File: config.mk
export PLATFORM = sky130hd
export DESIGN_NAME = dpb_stream_reader
export DESIGN_NICKNAME = d
export VERILOG_FILES = /design/src/rtl/dpb_pkg.sv /design/src/rtl/dpb_skid_fifo.sv /design/src/rtl/dpb_stream_reader.sv
export SDC_FILE = /design/constraint.sdc
export NUM_CORES = 1
export LEC_CHECK = 0
export BUFFER_PORTS_ARGS = -buffer_cell sky130_fd_sc_hd__buf_2
export CAP_MARGIN = 20
export CORE_MARGIN = 2
export CORE_UTILIZATION = 29
export DETAILED_ROUTE_END_ITERATION = 8
export SETUP_SLACK_MARGIN = 0.15
export SLEW_MARGIN = 20
export SYNTH_ARGS = -nofsm -noshare
export SYNTH_HDL_FRONTEND = slang
export SYNTH_SLANG_ARGS = --single-unit
File: constraint.sdc
create_clock -name clk -period 7.75 [get_ports clk]
set_input_delay 1.9375 -clock clk [delete_from_list [all_inputs] [get_ports clk]]
set_output_delay 1.9375 -clock clk [all_outputs]
set_load 0.02 [all_outputs]
File: src/rtl/dpb_pkg.sv
// ---------------------------------------------------------------------------
// dpb_pkg
// Shared definitions for the dual-port block RAM stream reader.
//   dpb_state_t  : reader FSM encoding (IDLE / RUN / DRAIN / DONE)
//   SKID_DEPTH   : number of words the output skid buffer can hold; also the
//                  read credit limit (reads in flight + buffered words)
//   count_width  : width of the transfer-length field, ADDR_WIDTH + 1, so a
//                  full-depth transfer (2**ADDR_WIDTH words) is representable
// Optional feature macro used by this slice: DPB_READER_CHECKSUM_EN
// ---------------------------------------------------------------------------
package dpb_pkg;

    typedef enum logic [1:0] {
        ST_IDLE  = 2'd0,
        ST_RUN   = 2'd1,
        ST_DRAIN = 2'd2,
        ST_DONE  = 2'd3
    } dpb_state_t;

    localparam int unsigned SKID_DEPTH = 2;

    function automatic int unsigned count_width(input int unsigned addr_width);
        return addr_width + 1;
    endfunction

endpackage

File: src/rtl/dpb_skid_fifo.sv
// ---------------------------------------------------------------------------
// dpb_skid_fifo
// Two-entry register FIFO holding RAM read words (plus their "last" flag)
// between the RAM read port and the valid/ready stream. Entry 0 is always the
// head, so the stream data comes straight from a register and stays stable
// while the consumer stalls.
// Ports:
//   clk, rst             clock, synchronous active-high reset (empties FIFO)
//   push, push_data,     write one word; ignored when full and not popping
//   push_last
//   pop                  remove the head word; ignored when empty
//   head_data, head_last current head entry
//   full, empty          occupancy flags
//   count                number of stored words (0..2), feeds the read credit
// ---------------------------------------------------------------------------
module dpb_skid_fifo
    import dpb_pkg::*;
#(
    parameter int DATA_WIDTH = 32
) (
    input  logic                  clk,
    input  logic                  rst,
    input  logic                  push,
    input  logic [DATA_WIDTH-1:0] push_data,
    input  logic                  push_last,
    input  logic                  pop,
    output logic [DATA_WIDTH-1:0] head_data,
    output logic                  head_last,
    output logic                  full,
    output logic                  empty,
    output logic [1:0]            count
);

    localparam logic [1:0] DEPTH = 2'(SKID_DEPTH);

    logic [DATA_WIDTH-1:0] slot0_data;
    logic [DATA_WIDTH-1:0] slot1_data;
    logic                  slot0_last;
    logic                  slot1_last;
    logic [1:0]            cnt;
    logic                  do_push;
    logic                  do_pop;

    assign full      = (cnt == DEPTH);
    assign empty     = (cnt == 2'd0);
    assign count     = cnt;
    assign head_data = slot0_data;
    assign head_last = slot0_last;

    assign do_pop  = pop & ~empty;
    // A simultaneous pop frees a slot, so a full FIFO may still accept a push.
    assign do_push = push & (~full | do_pop);

    always_ff @(posedge clk) begin
        if (rst) begin
            // NOTE: the data slots are reset too (not just the count) because
            // the head slot drives the stream data, which must read 0 in reset.
            cnt        <= 2'd0;
            slot0_data <= '0;
            slot1_data <= '0;
            slot0_last <= 1'b0;
            slot1_last <= 1'b0;
        end else begin
            unique case ({do_push, do_pop})
                2'b10: begin
                    if (cnt == 2'd0) begin
                        slot0_data <= push_data;
                        slot0_last <= push_last;
                    end else begin
                        slot1_data <= push_data;
                        slot1_last <= push_last;
                    end
                    cnt <= cnt + 2'd1;
                end
                2'b01: begin
                    slot0_data <= slot1_data;
                    slot0_last <= slot1_last;
                    cnt        <= cnt - 2'd1;
                end
                2'b11: begin
                    // Occupancy is unchanged; the new word lands behind
                    // whatever remains after the head leaves.
                    if (cnt == 2'd1) begin
                        slot0_data <= push_data;
                        slot0_last <= push_last;
                    end else begin
                        slot0_data <= slot1_data;
                        slot0_last <= slot1_last;
                        slot1_data <= push_data;
                        slot1_last <= push_last;
                    end
                end
                default: ;
            endcase
        end
    end

endmodule

File: src/rtl/dpb_stream_reader.sv
// ---------------------------------------------------------------------------
// dpb_stream_reader
// Reader-side controller for one port of a dual-port block RAM. After the
// writer fills the RAM and pulses i_start, this block reads i_count words
// starting at i_base_addr (wrapping modulo the RAM depth) and emits them as a
// valid/ready stream at up to one word per clock. The RAM's one-cycle read
// latency is absorbed by a two-entry skid buffer fed under a credit rule.
// Optional feature: define DPB_READER_CHECKSUM_EN to add o_checksum, the XOR
// of every beat accepted in the current transfer.
// Ports:
//   clk, rst            sole clock; synchronous active-high reset (aborts)
//   i_start             1-clk pulse, honoured only while idle
//   i_base_addr         first RAM address, sampled with i_start
//   i_count             words to read (0..2**ADDR_WIDTH), sampled with i_start
//   o_busy              high while the transfer runs, low on the o_done clk
//   o_done              1-clk pulse when the last beat is accepted (or count 0)
//   o_bram_addr         RAM address
//   o_bram_we/o_bram_din RAM write port, tied off (read-only port)
//   i_bram_dout         RAM registered read data
//   o_data, o_valid,    output stream; a beat moves on o_valid & i_ready
//   i_ready, o_last
//   o_checksum          (DPB_READER_CHECKSUM_EN only) XOR of accepted beats
// ---------------------------------------------------------------------------
module dpb_stream_reader
    import dpb_pkg::*;
#(
    parameter int DATA_WIDTH = 32,
    parameter int ADDR_WIDTH = 10
) (
    input  logic                                  clk,
    input  logic                                  rst,
    input  logic                                  i_start,
    input  logic [ADDR_WIDTH-1:0]                 i_base_addr,
    input  logic [count_width(ADDR_WIDTH)-1:0]    i_count,
    output logic                                  o_busy,
    output logic                                  o_done,
    output logic [ADDR_WIDTH-1:0]                 o_bram_addr,
    output logic                                  o_bram_we,
    output logic [DATA_WIDTH-1:0]                 o_bram_din,
    input  logic [DATA_WIDTH-1:0]                 i_bram_dout,
    output logic [DATA_WIDTH-1:0]                 o_data,
    output logic                                  o_valid,
    input  logic                                  i_ready,
    output logic                                  o_last
`ifdef DPB_READER_CHECKSUM_EN
    ,
    output logic [DATA_WIDTH-1:0]                 o_checksum
`endif
);

    localparam int         CNT_W        = int'(count_width(ADDR_WIDTH));
    localparam logic [1:0] CREDIT_LIMIT = 2'(SKID_DEPTH);

    dpb_state_t            state;
    logic [ADDR_WIDTH-1:0] addr;
    logic [CNT_W-1:0]      remaining;     // reads still to be issued
    logic                  inflight;      // RAM is returning a requested word this clk
    logic                  inflight_last; // ...and that word is the final one

    logic                  skid_full;
    logic                  skid_empty;
    logic [1:0]            skid_count;
    logic                  skid_last;
    logic                  pop;
    logic                  can_issue;
    logic [1:0]            outstanding;

    assign o_bram_we   = 1'b0;
    assign o_bram_din  = '0;
    assign o_bram_addr = addr;
    assign o_valid     = ~skid_empty;
    assign o_last      = skid_last;
    assign pop         = o_valid & i_ready;

    // Credit: a read may be issued at this edge only if the words already owed
    // to the skid (in flight + buffered, minus the one leaving now) stay below
    // the skid depth. Counting the departing word keeps the pipe at 1 word/clk.
    always_comb begin
        // NOTE: defaults first so every path assigns every output; no latch.
        outstanding = {1'b0, inflight} + skid_count - {1'b0, pop};
        can_issue   = 1'b0;
        if ((state == ST_RUN) && (outstanding < CREDIT_LIMIT) && (~skid_full || pop)) begin
            can_issue = 1'b1;
        end
    end

    always_ff @(posedge clk) begin
        if (rst) begin
            state         <= ST_IDLE;
            addr          <= '0;
            remaining     <= '0;
            inflight      <= 1'b0;
            inflight_last <= 1'b0;
            o_busy        <= 1'b0;
            o_done        <= 1'b0;
        end else begin
            // NOTE: non-blocking assignments so every register here reads the
            // pre-edge value of every other, independent of statement order.
            inflight      <= can_issue;
            inflight_last <= can_issue && (remaining == CNT_W'(1));
            o_done        <= 1'b0;

            unique case (state)
                ST_IDLE: begin
                    if (i_start) begin
                        addr      <= i_base_addr;
                        remaining <= i_count;
                        if (i_count == '0) begin
                            state  <= ST_DONE;
                            o_done <= 1'b1;
                        end else begin
                            state  <= ST_RUN;
                            o_busy <= 1'b1;
                        end
                    end
                end
                ST_RUN: begin
                    if (can_issue) begin
                        // Natural overflow of addr gives the wrap to 0.
                        addr      <= addr + ADDR_WIDTH'(1);
                        remaining <= remaining - CNT_W'(1);
                        if (remaining == CNT_W'(1)) begin
                            state <= ST_DRAIN;
                        end
                    end
                end
                ST_DRAIN: begin
                    if (pop && skid_last) begin
                        state  <= ST_DONE;
                        o_busy <= 1'b0;
                        o_done <= 1'b1;
                    end
                end
                ST_DONE: begin
                    state <= ST_IDLE;
                end
                default: begin
                    state <= ST_IDLE;
                end
            endcase
        end
    end

    // The RAM word requested at the previous edge is on i_bram_dout now.
    dpb_skid_fifo #(
        .DATA_WIDTH (DATA_WIDTH)
    ) u_skid (
        .clk       (clk),
        .rst       (rst),
        .push      (inflight),
        .push_data (i_bram_dout),
        .push_last (inflight_last),
        .pop       (pop),
        .head_data (o_data),
        .head_last (skid_last),
        .full      (skid_full),
        .empty     (skid_empty),
        .count     (skid_count)
    );

`ifdef DPB_READER_CHECKSUM_EN
    // Updated by the accepting edge, so the final value appears together
    // with o_done and holds until the next accepted start.
    always_ff @(posedge clk) begin
        if (rst) begin
            o_checksum <= '0;
        end else if ((state == ST_IDLE) && i_start) begin
            o_checksum <= '0;
        end else if (pop) begin
            o_checksum <= o_checksum ^ o_data;
        end
    end
`endif

endmodule

**Yosys cells after proc, flatten, opt, wreduce, memory -nomap -nowiden**

Index checks and enable logic that the tools add are counted.

- Bits of input ports: 57
- Register bits: 95
- Output and inout port bits: 79
- Logic and storage cells: 94

- Eq/ne operators: 17
- Magnitude comparators: 1
- Reduce and logical (&&, ||, !) cells: 18
- Add/subtract/negate cells: 6
- Bitwise operators: 6
- Mux-type cells: 34

Operators by type and width:

| kind | number |
|---|---|
| $mux W32 | 4 |
| $pmux W32 S3 | 1 |
| $pmux W32 S2 | 1 |
| $mux W11 | 2 |
| $pmux W11 S2 | 1 |
| $mux W10 | 2 |
| $pmux W10 S2 | 1 |
| $ne A2 B2 Y1 const B | 6 |
| $eq A11 B1 Y1 const B | 1 |
| $logic_not A11 Y1 | 1 |
| $mux W1 | 11 |
| $sub A11 B1 Y11 const B | 1 |
| $add A10 B1 Y10 const B | 1 |
| $eq A2 B2 Y1 const B | 5 |
| $mux W2 | 5 |
| $pmux W2 S4 | 1 |
| $reduce_and A4 Y1 | 2 |
| $reduce_bool A2 Y1 | 4 |
| $eq A2 B1 Y1 const B | 3 |
| $pmux W1 S2 | 3 |
| $reduce_and A3 Y1 | 2 |
| $logic_and A1 B1 Y1 | 4 |
| $logic_not A2 Y1 | 2 |
| $ne A2 B1 Y1 const B | 2 |
| other kinds (13) | 16 |

**Depth between registers and ports, before layout**

- Depth after elaboration: 10
- Gate-level depth with buffers: 13
- Mapped depth without buffers: 10

**Modules after synthesis**

Synthesis repeated with hierarchy kept, for this count alone.

- Cells, all modules: 572
- Area, all modules: 4797.1 µm²

By module, submodules not included:

| module | cells each | seq. area each (µm²) | instances | area an instance (µm²) |
|---|---|---|---|---|
| dpb_skid_fifo | 314 | 1361.3 | 1 | 2758.9 |
| dpb_stream_reader | 258 | 540.5 | 1 | 2038.2 |

**Least setup slack after synthesis**

OpenSTA, ideal clock, no wires.

- Path kind: input-to-reg
- Start: in i_ready
- End: reg addr[9] (netlist: o_bram_addr[9])
- Path buffers: 3
- Data required time: 7.669 ns
- Path slack: 3.787 ns
- Arrival time: 3.883 ns
- Library setup time: 0.081 ns
- Stages on the path: 11
- Cells stage by stage: nand2b_1 -> clkbuf_2 -> inv_1 -> ha_1 -> xnor2_1 -> xnor2_1 -> a21bo_2 -> clkbuf_1 -> clkbuf_1 -> nand2_1 -> a41oi_1

- Longest elaborated chain between the ends: 8
- Elaborated cells on any way between the ends: 9
- Classes of those cells: add/sub: 1; order compare: 1; eq/ne: 1; mux: 1; bitwise: 1; reduce/logical: 4

RTL lines:

| item | line | RTL |
|---|---|---|
| start: declaration | dpb_stream_reader.sv:43 | `input logic i_ready,` |
| $and A1 B1 Y1 (*) | dpb_stream_reader.sv:73 | `assign pop = o_valid & i_ready;` |
| $sub A2 B1 Y2 | dpb_stream_reader.sv:80 | `outstanding = {1'b0, inflight} + skid_count - {1'b0, pop};` |
| $lt A2 B2 Y1 | dpb_stream_reader.sv:82 | `if ((state == ST_RUN) && (outstanding < CREDIT_LIMIT) && (~skid_full \|\| pop)) begin` |
| $logic_and A1 B1 Y1 | dpb_stream_reader.sv:82 |  |
| $logic_and A1 B1 Y1 (*) | dpb_stream_reader.sv:82 |  |
| $mux W1 (*) | dpb_stream_reader.sv:82 |  |
| $ne A2 B2 Y1 (no line) (*) | n/a |  |
| $reduce_and A3 Y1 (no line) (*) | n/a |  |
| end signal: assignment | dpb_stream_reader.sv:106 | `addr <= i_base_addr;` |
| end signal: assignment | dpb_stream_reader.sv:120 | `addr <= addr + ADDR_WIDTH'(1);` |
| end: declaration | dpb_stream_reader.sv:55 | `logic [ADDR_WIDTH-1:0] addr;` |

Every way passes the cells marked *; elsewhere a longest branch is shown, timed or not.
A chain may end at the register's enable or synchronous reset.

**Worst setup path after layout**

- Start: in i_ready
- End: reg remaining[4]

- Longest elaborated chain between the ends: 8
- Elaborated cells on any way between the ends: 9
- Classes of those cells: add/sub: 1; order compare: 1; eq/ne: 1; mux: 1; bitwise: 1; reduce/logical: 4

RTL lines:

| item | line | RTL |
|---|---|---|
| $and A1 B1 Y1 (*) | dpb_stream_reader.sv:73 |  |
| $sub A2 B1 Y2 | dpb_stream_reader.sv:80 |  |
| $lt A2 B2 Y1 | dpb_stream_reader.sv:82 |  |
| $logic_and A1 B1 Y1 | dpb_stream_reader.sv:82 |  |
| $logic_and A1 B1 Y1 (*) | dpb_stream_reader.sv:82 |  |
| $mux W1 (*) | dpb_stream_reader.sv:82 |  |
| $ne A2 B2 Y1 (no line) (*) | n/a |  |
| $reduce_and A3 Y1 (no line) (*) | n/a |  |
| end signal: assignment | dpb_stream_reader.sv:107 | `remaining <= i_count;` |
| end signal: assignment | dpb_stream_reader.sv:121 | `remaining <= remaining - CNT_W'(1);` |
| end: declaration | dpb_stream_reader.sv:56 | `logic [CNT_W-1:0] remaining;` |

Marks and branches as above.

==> flow_metrics.py <==
metrics = {
    "route": {
        "vias": 4037,
        "dr.pass1.iters": 4,
        "wl_per_cell_um": 13.28,
        "routed_wl_mm": 11.58,
        "ant_nets": 0,
        "drc": 0,
        "vias_per_cell": 4.630,
        "drtIter0Drc": 211,
    },
    "setup_path": {
        "critical_path_class": "input port to register",
        "critPathTopFamily": "compound AO/OA/AOI/OAI gates",
        "worstSetupEndpointType": "register",
        "ff2ff_path_depth": 10,
        "path_cells": "buf_2, nand2b_1, inv_1, ha_1, xnor2_1, xnor2_1, a21bo_2, nor2_1, o311ai_0",
        "worstPathArrival_ps": 4060,
        "critPathMaxStageDelay_ps": 480,
        "critPathBufInv": 2,
        "cp_num_cells": 9,
        "start_kind": "input port",
        "cpMostUsedCell": "xnor2_1",
        "cp_max_fo": 19,
        "slowest_stage": "a21bo_2",
        "cp.required_ps": 7990,
    },
    "yosys": {
        "synth_cell_types": 52,
        "synth_area_sq_um": 4702,
        "ys_ff_latch": 95,
        "yosysWarningCount": 0,
        "synth_edf_count": 0,
        "synth_top_cell_area_share_pct": 40.45,
        "yosys-top-cells-area": "dfxtp_1 40%, mux2i_1 7.9%, nand2_1 7.4%",
        "synth_area_per_cell_sq_um": 8.235,
        "ys_seq_area_share_pct": 40.45,
        "synthCells": 571,
        "synth-async-reset-ratio_pct": 0,
        "synth_top_area_cell": "dfxtp_1",
        "synthFlopType": "dfxtp_1",
    },
    "clock_network": {
        "cts_setup_buffers": 0,
        "insertion_delay_ps": 340,
        "cts_buffers": 9,
        "clkSlewWorstSetupHoldPaths_ps": 70,
        "clock-sinks": 95,
        "tritoncts": "done",
        "ctsLongestPathBuffers": 2,
        "cts_max_level": 3,
        "cts_root_buf": "clkbuf_16",
        "post_cts_resized": 0,
        "holdBufCountCts": 0,
    },
    "sta": {
        "finClkSkew_ps": 4.035,
        "post-route-period-util_pct": 49.32,
        "setup_violations": 0,
        "timing.fmax_mhz": 261.6,
        "min_period_ps": 3822,
        "tns_ps": 0,
        "hold_viol": 0,
        "tightestPinTransition_ps": 778.4,
        "drv_slew": 0,
        "relSlewSlack_pct": 47.79,
        "grt_setup_unrepaired": "false",
    },
    "finish": {
        "layout-drive-gt1-share_pct": 20.58,
        "diodes": 0,
        "stdcell_count": 872,
        "area_delta_synth_final_pct": 17.14,
        "layout.nets": 718,
    },
    "power": {
        "total_power_uw": 2178,
        "p_leak_uw": 0.002375,
        "power.density_nw_per_um2": 395.4,
        "peakVddDrop_v": 0.0001229,
    },
    "floorplan": {
        "die_y_um": 131.3,
        "initial_core_util_pct": 29.60,
        "io-pin-count": 136,
        "core_area_sq_um": 15890,
        "rows": 46,
        "fp.dieW_um": 131.3,
        "die_area_sq_um": 17250,
    },
    "grt": {
        "grt_pass1_vias": 3640,
        "grt_max_degree": 56,
        "gr-usage-all-layers_pct": 13.32,
        "grt_pass1_wl_mm": 18.62,
        "gr-total-overflow": 0,
        "antenna_found_initial": 0,
    },
    "worst_hold_path": {
        "holdPathStages": 2,
        "hold_path.class": "register to register",
    },
    "run": {
        "drv_cap": 0,
    },
    "place": {
        "port_buffers": 102,
        "gp_congestion": 0.8061,
        "dp.cells": 856,
        "hpwl_mm": 7.796,
    },
    "status": {
        "status": "completed",
    },
}
cell type report:
type / count / area (sq um)
fillers: 1700 / 10380
multi-input cells: 421 / 2434
flip-flops and latches: 95 / 1902
repair buffers: 110 / 573.1
well taps: 216 / 270.3
clock buffers: 11 / 242.7
inverters: 14 / 52.55
clock inverters: 5 / 33.78
synthesized netlist by cell type (5+ instances only):
cell       n
a211oi_1  37
a21oi_1   59
a31oi_1    5
buf_4     33
clkbuf_1  31
dfxtp_1   95
ha_1      10
inv_1     13
mux2i_1   37
nand2_1   93
nand2b_1   7
nand3_1    6
nor2_1    53
nor2b_1    6
nor3_1     9
o21ai_0   16
cells in the final DEF (no fill, tap or decap), types with 5 or more instances in the layout:
cell       count
buf_4          9
clkbuf_16      9
a211oi_1      37
ha_1          10
dfxtp_1       95
o21ai_0       16
nand2_1       91
nor3_1         9
inv_1         13
nor2_1        53
conb_1        33
a21oi_1       59
nand3_1        6
mux2i_1       37
a31oi_1        5
nor2b_1        6
buf_2        101
nand2b_1       7
flip-flops by register name, summed over array words and instances (netlist names):
name / count
o_bram_addr: 10
u_skid.slot1_data: 32
state: 2
inflight: 1
u_skid.slot1_last: 1
u_skid.head_data: 32
inflight_last: 1
o_busy: 1
remaining: 11
u_skid.count: 2
o_done: 1
u_skid.head_last: 1
worst min-delay path, stage by stage (launching register included):
cell     delay (ps)
dfxtp_1         310
nand2_1          50
a21oi_1          50
power by group:
part | total [uW] | switching [uW] | internal [uW] | leakage [uW]
combinational | 1010 | 646 | 367 | 0.00147
clock | 423 | 197 | 226 | 0.000132
sequential | 742 | 106 | 636 | 0.000775
through the flow:
step                      setup slack (ps)  hold slack [ps]  area, sq um  utilization (%)
after global placement                3620            441.1         5231            32.93
final                                 3928            454.3         5508            34.67
after floorplan                       3787            431.5         4822                -
after detailed placement              3589            446.1         5231            32.93
after CTS                             3932            455.2         5508            34.67
after global routing                  3651            470.8         5508            34.67
cell families after synthesis:
kind of cell,synth area share [%]
AND/OR/NAND/NOR,18.68
XOR/XNOR,0.5589
other,0.07975
buffers and inverters,10.46
AO/OA/AOI/OAI,19.24
multiplexers,7.877
flip-flops,40.45
adder cells (fa/ha/maj),2.661
path summary, 6_finish.rpt:
| path | slack [ps] | startpoint | to |
|---|---|---|---|
| max | 3930 | i_ready | remaining[4] |
| min | 450 | u_skid.slot1_data[2] | u_skid.slot1_data[2] |
| max reg2reg | 4920 | u_skid.count[0] | remaining[4] |
| min reg2reg | 450 | u_skid.slot1_data[2] | u_skid.slot1_data[2] |
metal layers:
| layer | vias to the layer above | global-route usage [%] | part of all wire [%] |
|---|---|---|---|
| met5 | - | 0 | 0 |
| met4 | 0 | 3.986 | 1.1 |
| met3 | 9 | 3.588 | 4.0 |
| met2 | 77 | 21.75 | 46 |
| met1 | 1860 | 17.23 | 48 |
| li1 | 2091 | - | - |
Note: power is estimated with default switching activity, not from simulation.
